`config.mk`:
```
export PLATFORM = sky130hd
export DESIGN_NAME = uart_tx_word_serializer_flat
export DESIGN_NICKNAME = d
export VERILOG_FILES = /design/src/rtl/uart_tx_word_serializer_if.sv /design/src/rtl/uart_tx_word_serializer.sv /design/src/flat_wrapper.sv
export SDC_FILE = /design/constraint.sdc
export NUM_CORES = 1
export LEC_CHECK = 0
export ABC_AREA = 0
export CORE_ASPECT_RATIO = 1.2
export CORE_UTILIZATION = 45
export DETAILED_ROUTE_END_ITERATION = 16
export HOLD_SLACK_MARGIN = 0.03
export MAX_ROUTING_LAYER = met4
export PLACE_DENSITY_LB_ADDON = 0.2
export SYNTH_ARGS = -nofsm -noshare
export SYNTH_HDL_FRONTEND = slang
export SYNTH_SLANG_ARGS = --single-unit
export TNS_END_PERCENT = 10
```
`constraint.sdc`:
```
create_clock -name i_clk -period 3.45 [get_ports i_clk]
set_clock_uncertainty 0.1 [all_clocks]
set_input_delay 0.345 -clock i_clk [delete_from_list [all_inputs] [get_ports i_clk]]
set_output_delay 0.345 -clock i_clk [all_outputs]
set_load 0.03 [all_outputs]
```
`src/rtl/uart_tx_word_serializer_if.sv`:
```
// Word-push / byte-handshake bundle between the debug interface, the serializer and the UART
// TX core.
interface uart_tx_word_serializer_if;
  logic [31:0] i_word;
  logic        i_word_valid;
  logic        i_tx_done;
  logic [7:0]  o_tx_data;
  logic        o_tx_start;
  logic        o_word_ready;
  logic        o_busy;
  logic        o_overflow;

  modport master (
    output i_word, i_word_valid, i_tx_done,
    input  o_tx_data, o_tx_start, o_word_ready, o_busy, o_overflow
  );

  modport slave (
    input  i_word, i_word_valid, i_tx_done,
    output o_tx_data, o_tx_start, o_word_ready, o_busy, o_overflow
  );
endinterface

```
`src/rtl/uart_tx_word_serializer.sv`:
```
// Buffers 32-bit debug words in a small FIFO and feeds them to a UART TX core one byte per
// start/done handshake.
module uart_tx_word_serializer #(
  parameter int unsigned WORD_WIDTH     = 32,
  parameter int unsigned FIFO_ADDR_BITS = 2,
  parameter bit          MSB_FIRST      = 1'b0
) (
  input logic                      i_clk,
  input logic                      i_reset,
  uart_tx_word_serializer_if.slave bus
);

  localparam int unsigned Depth = 1 << FIFO_ADDR_BITS;
  localparam int unsigned CntW  = FIFO_ADDR_BITS + 1;
  localparam logic [CntW-1:0] DepthC = CntW'(Depth);
  localparam logic [CntW-1:0] CntTwo = CntW'(2);

  localparam logic [1:0] StIdle     = 2'd0;
  localparam logic [1:0] StSend     = 2'd1;
  localparam logic [1:0] StWaitDone = 2'd2;

  logic [WORD_WIDTH-1:0]     mem_q [Depth];
  logic [FIFO_ADDR_BITS-1:0] wr_ptr_q, rd_ptr_q;
  logic [CntW-1:0]           count_q;
  logic [1:0]                state_q;
  logic [1:0]                byte_cnt_q;
  logic [WORD_WIDTH-1:0]     word_q;
  logic [7:0]                tx_data_q;
  logic                      tx_start_q;
  logic                      overflow_q;

  logic                  has_word, full, pop, push;
  logic [WORD_WIDTH-1:0] head;

  function automatic logic [7:0] sel_byte(input logic [WORD_WIDTH-1:0] w, input logic [1:0] k);
    logic [1:0] idx;
    idx = MSB_FIRST ? ~k : k;
    return w[{idx, 3'b000} +: 8];
  endfunction

  assign has_word = (count_q != '0);
  assign full     = (count_q == DepthC);
  assign head     = mem_q[rd_ptr_q];
  // A word leaves the FIFO either from idle or right after the last byte of the previous word.
  assign pop  = has_word &&
                ((state_q == StIdle) ||
                 ((state_q == StWaitDone) && bus.i_tx_done && (byte_cnt_q == 2'd3)));
  // A simultaneous pop frees the slot, so a push into a full FIFO is still accepted.
  assign push = bus.i_word_valid && (!full || pop);

  always_ff @(posedge i_clk) begin
    if (push) mem_q[wr_ptr_q] <= bus.i_word;
  end

  always_ff @(posedge i_clk or posedge i_reset) begin
    if (i_reset) begin
      wr_ptr_q   <= '0;
      rd_ptr_q   <= '0;
      count_q    <= '0;
      overflow_q <= 1'b0;
    end else begin
      if (push) wr_ptr_q <= wr_ptr_q + FIFO_ADDR_BITS'(1);
      if (pop)  rd_ptr_q <= rd_ptr_q + FIFO_ADDR_BITS'(1);
      if (push && !pop)      count_q <= count_q + CntW'(1);
      else if (pop && !push) count_q <= count_q - CntW'(1);
      if (bus.i_word_valid && !push) overflow_q <= 1'b1;
    end
  end

  always_ff @(posedge i_clk or posedge i_reset) begin
    if (i_reset) begin
      state_q    <= StIdle;
      byte_cnt_q <= 2'd0;
      word_q     <= '0;
      tx_data_q  <= 8'h00;
      tx_start_q <= 1'b0;
    end else if (pop) begin
      word_q     <= head;
      byte_cnt_q <= 2'd0;
      tx_data_q  <= sel_byte(head, 2'd0);
      tx_start_q <= 1'b1;
      state_q    <= StSend;
    end else begin
      case (state_q)
        StSend: begin
          tx_start_q <= 1'b0;
          state_q    <= StWaitDone;
        end
        StWaitDone: begin
          if (bus.i_tx_done) begin
            if (byte_cnt_q != 2'd3) begin
              byte_cnt_q <= byte_cnt_q + 2'd1;
              tx_data_q  <= sel_byte(word_q, byte_cnt_q + 2'd1);
              tx_start_q <= 1'b1;
              state_q    <= StSend;
            end else begin
              state_q <= StIdle;
            end
          end
        end
        StIdle: ;
        default: state_q <= StIdle;
      endcase
    end
  end

  assign bus.o_tx_data    = tx_data_q;
  assign bus.o_tx_start   = tx_start_q;
  assign bus.o_word_ready = ((DepthC - count_q) >= CntTwo);
  assign bus.o_busy       = (state_q != StIdle) || has_word;
  assign bus.o_overflow   = overflow_q;

endmodule

```
`src/flat_wrapper.sv`:
```
// flat-port wrapper written by rule: the top's interface ports become plain ports
module uart_tx_word_serializer_flat 
#(
  parameter int unsigned WORD_WIDTH     = 32,
  parameter int unsigned FIFO_ADDR_BITS = 2,
  parameter bit          MSB_FIRST      = 1'b0
)
  (i_clk, i_reset, bus_i_word, bus_i_word_valid, bus_i_tx_done, bus_o_tx_data, bus_o_tx_start, bus_o_word_ready, bus_o_busy, bus_o_overflow);
  uart_tx_word_serializer_if bus_i ();
  input logic i_clk;
  input logic i_reset;
  input wire logic [$bits(bus_i.i_word)-1:0] bus_i_word;
  input wire logic [$bits(bus_i.i_word_valid)-1:0] bus_i_word_valid;
  input wire logic [$bits(bus_i.i_tx_done)-1:0] bus_i_tx_done;
  output wire logic [$bits(bus_i.o_tx_data)-1:0] bus_o_tx_data;
  output wire logic [$bits(bus_i.o_tx_start)-1:0] bus_o_tx_start;
  output wire logic [$bits(bus_i.o_word_ready)-1:0] bus_o_word_ready;
  output wire logic [$bits(bus_i.o_busy)-1:0] bus_o_busy;
  output wire logic [$bits(bus_i.o_overflow)-1:0] bus_o_overflow;
  assign bus_i.i_word = bus_i_word;
  assign bus_i.i_word_valid = bus_i_word_valid;
  assign bus_i.i_tx_done = bus_i_tx_done;
  assign bus_o_tx_data = bus_i.o_tx_data;
  assign bus_o_tx_start = bus_i.o_tx_start;
  assign bus_o_word_ready = bus_i.o_word_ready;
  assign bus_o_busy = bus_i.o_busy;
  assign bus_o_overflow = bus_i.o_overflow;
  uart_tx_word_serializer #(.WORD_WIDTH(WORD_WIDTH), .FIFO_ADDR_BITS(FIFO_ADDR_BITS), .MSB_FIRST(MSB_FIRST)) u_core (.i_clk(i_clk), .i_reset(i_reset), .bus(bus_i));
endmodule
```
==> summary.txt <==
STA
  • Fin crit share: 0.8306
  • Final Hold Fails: 0
  • Slew Limit Headroom: 0.5009
  • Final count of pins violating max slew: 0
  • Fin worst setup slack: 584.5 ps
  • Worst Max-Slew Pin Slew: 747.5 ps
  • RSZ-0062 raised after global routing: no
  • Setup TNS: 0 ps
  • Maximum clock rate: 349.0 MHz
  • # setup viols final: 0
  • Clock period minus worst slack: 2865 ps

Clocking
  • Clock tree buffer depth: 2
  • Total setup buffers inserted after CTS: 0
  • Reg clk slew, reported paths: 60 ps
  • Clk Latency, worst-skew pair: 420 ps
  • Hold_buf cts: 0
  • CTS tree: done
  • CTS buffer count: 17
  • CTS root buf: clkbuf_16
  • H-tree levels: 4
  • Post-CTS Resized: 0
  • Sink Count: 181

Synth
  • Synth top area share: 0.5433
  • EDFF count, synth: 128
  • Synth Area in Simple Gates: 0.07004
  • Synth async-reset ratio: 0.2928
  • Primary FF master, synth: edfxtp_1
  • Synth area leaders: edfxtp_1 54%, dfrtp_1 19%, mux4_2 13%
  • Complex-gate fraction of the synthesized area: 0.01910
  • Count of state elements after synthesis: 181
  • Post-synthesis xor/xnor area fraction: 0.008666
  • Yosys warning total: 0
  • Adder-cell area share of the yosys netlist: 0.02052
  • Synth cell count leaders: 128 x edfxtp_1, 100 x nand2_1, 53 x dfrtp_1, 40 x mux4_2, 22 x nor2_1
  • Gate Count Post-Synth: 416
  • Mapped Area: 7074 sq um
  • Most common cell in the netlist: edfxtp_1
  • Post-synthesis mux area share: 0.1335
  • Syn nets: 463
  • Yosys cell types: 28
  • Main combinational cell family by area after synthesis: multiplexers
  • Sequential share of the synthesized area: 0.7308
  • Yosys top cell by area: edfxtp_1
  • Syn Area/Cell: 17.01 sq um

Floorplan
  • Die height: 139.4 microns
  • Initial core utilization: 0.4672
  • Top-Level Pins: 48
  • Die area: 16,230 sq um
  • Core Rows: 49
  • Die width: 116.5 microns
  • Core Area: 15,140 sq um

GRT
  • GRT overflow: 0
  • Total GRT Usage: 0.1781
  • Initial antenna violation count: 0
  • Global-route wire length before repair: 20,130 microns
  • Vias in the first global route: 3,754
  • Pin count of the biggest net entering global routing: 44

Detailed routing
  • ANT nets after route: 0
  • Avg Vias per Cell: 5.178
  • Post-route DRC violation count: 0
  • Post-Route WL: 12,380 microns
  • Drt first pass iters: 4
  • WL/cell: 17.94 microns
  • DR iter-0 viols: 180
  • Vias: 3,573

Placed design
  • DP HPWL: 7701 microns
  • Buffers on Ports: 47
  • Pre-CTS WS: 544.3 ps
  • Placed Instances: 658
  • GP Congestion: 0.7062

Critical path
  • Reg2Reg Setup Slack: 580 ps
  • Worst Path Arrival: 3110 ps
  • Max FO, Critical Path: 43
  • Crit path kind: register to register
  • Required @ worst endpoint: 3690 ps
  • FF-to-FF Start: u_core.count_q[0]$_DFFE_PP0P_
  • Critical path launch point type: register
  • Crit. End Element: register
  • Crit path from: u_core.count_q[0]$_DFFE_PP0P_

Run
  • Max-cap viol count: 0

Finish
  • Area grow syn2layout: 18.52%
  • Non-Filler Instances: 690
  • # nets final: 520
  • Layout cells sized above 1: 0.1790
  • # diodes: 0

Run status
  • Status: completed

Power
  • Peak supply drop: 0.0004878 V
  • Leak Pwr: 0.003139 uW
  • PD cells: 920.4 nW/um^2
  • Total power: 7717 uW

Hold path
  • Min-Delay Path Class: input pin to async pin
-- per-layer routing --
metal | GRT usage | part of all wire
met5 | - | 0
met4 | 0.05938 | 0.012
met3 | 0.04965 | 0.039
met2 | 0.2803 | 0.52
met1 | 0.2217 | 0.43
-- logic make-up after synthesis --
logic type,count (synthesis)
flip-flops,181
XOR/XNOR,7
AND/OR/NAND/NOR,128
buffers and inverters,30
AO/OA/AOI/OAI,15
adder cells (fa/ha/maj),11
multiplexers,44
-- power by group --
part | leakage, uW | internal [uW] | switching [uW]
combinational | 0.00104 | 1120 | 1410
clock | 0.000289 | 1150 | 752
sequential | 0.00181 | 3010 | 283
-- stage by stage --
step / area [sq um] / hold WS [ps] / util
detailed placement: 7799 / 362.5 / 0.5150
global placement: 7799 / 357.9 / 0.5150
finish: 8384 / 276.0 / 0.5537
global route: 8384 / 327.9 / 0.5537
floorplan: 7074 / 340.3 / -
CTS: 8384 / 289.7 / 0.5537
-- worst paths after layout --
check,depth (start not counted),to
min in group i_clk,1,u_core.bus.o_overflow$_DFFE_PP0P_
hold reg to reg,1,u_core.bus.o_overflow$_DFFE_PP0P_
max in group asynchronous,3,u_core.word_q[25]$_DFFE_PP0P_
hold / removal,2,u_core.count_q[2]$_DFFE_PP0P_
setup reg to reg,12,u_core.count_q[2]$_DFFE_PP0P_
setup / recovery,12,u_core.count_q[2]$_DFFE_PP0P_
-- worst max-delay path: stages, from the launching register on --
cell and delay [ps]:
dfrtp_1 420, inv_1 100, ha_1 170, ha_1 310
a211oi_4 80, inv_2 100, buf_4 390, ha_1 270
inv_1 60, fa_1 380, xor2_1 170, nor2_1 110
xnor2_1 130
-- sequential cells by signal (all words and copies together) (netlist names) --
name,cells
u_core.wr_ptr_q,2
u_core.rd_ptr_q,2
u_core.byte_cnt_q,2
u_core.bus.o_overflow,1
u_core.bus.o_tx_data,8
u_core.bus.o_tx_start,1
u_core.mem_q,128
u_core.count_q,3
u_core.state_q,2
u_core.word_q,32
-- cell usage in the layout (no fill, tap or decap) --
| cell | n |
|---|---|
| clkinv_2 | 4 |
| or3_1 | 1 |
| clkdlybuf4s50_1 | 47 |
| a21boi_4 | 1 |
| clkinv_4 | 2 |
| ha_1 | 10 |
| a221oi_2 | 1 |
| a211oi_4 | 1 |
| buf_4 | 11 |
| edfxtp_1 | 128 |
| nand2_1 | 100 |
| clkbuf_16 | 17 |
| a221oi_1 | 1 |
| clkbuf_8 | 1 |
| o22ai_1 | 8 |
| inv_2 | 2 |
| inv_1 | 8 |
| clkbuf_1 | 4 |
| dfrtp_2 | 1 |
| mux2_2 | 2 |
| a31o_2 | 1 |
| xnor2_1 | 5 |
| dfrtp_1 | 52 |
| xor2_1 | 2 |
| fa_1 | 1 |
| a21oi_1 | 1 |
| mux2i_1 | 1 |
| bufinv_16 | 3 |
| clkinv_1 | 1 |
| o22a_1 | 1 |
| nand2b_1 | 1 |
| nor2_1 | 22 |
| mux4_2 | 40 |
| and2_1 | 4 |
| mux2_1 | 1 |
-- layout make-up --
class	instances	area [sq um]
multi-input combinational	205	1782
clock inverter	10	131.4
sequential	181	5171
tap	204	255.2
clock buffer	22	454.2
timing repair buffer	58	553.0
fill	1235	6759
inverter	10	37.54
Power figures use the tool's default switching activity.
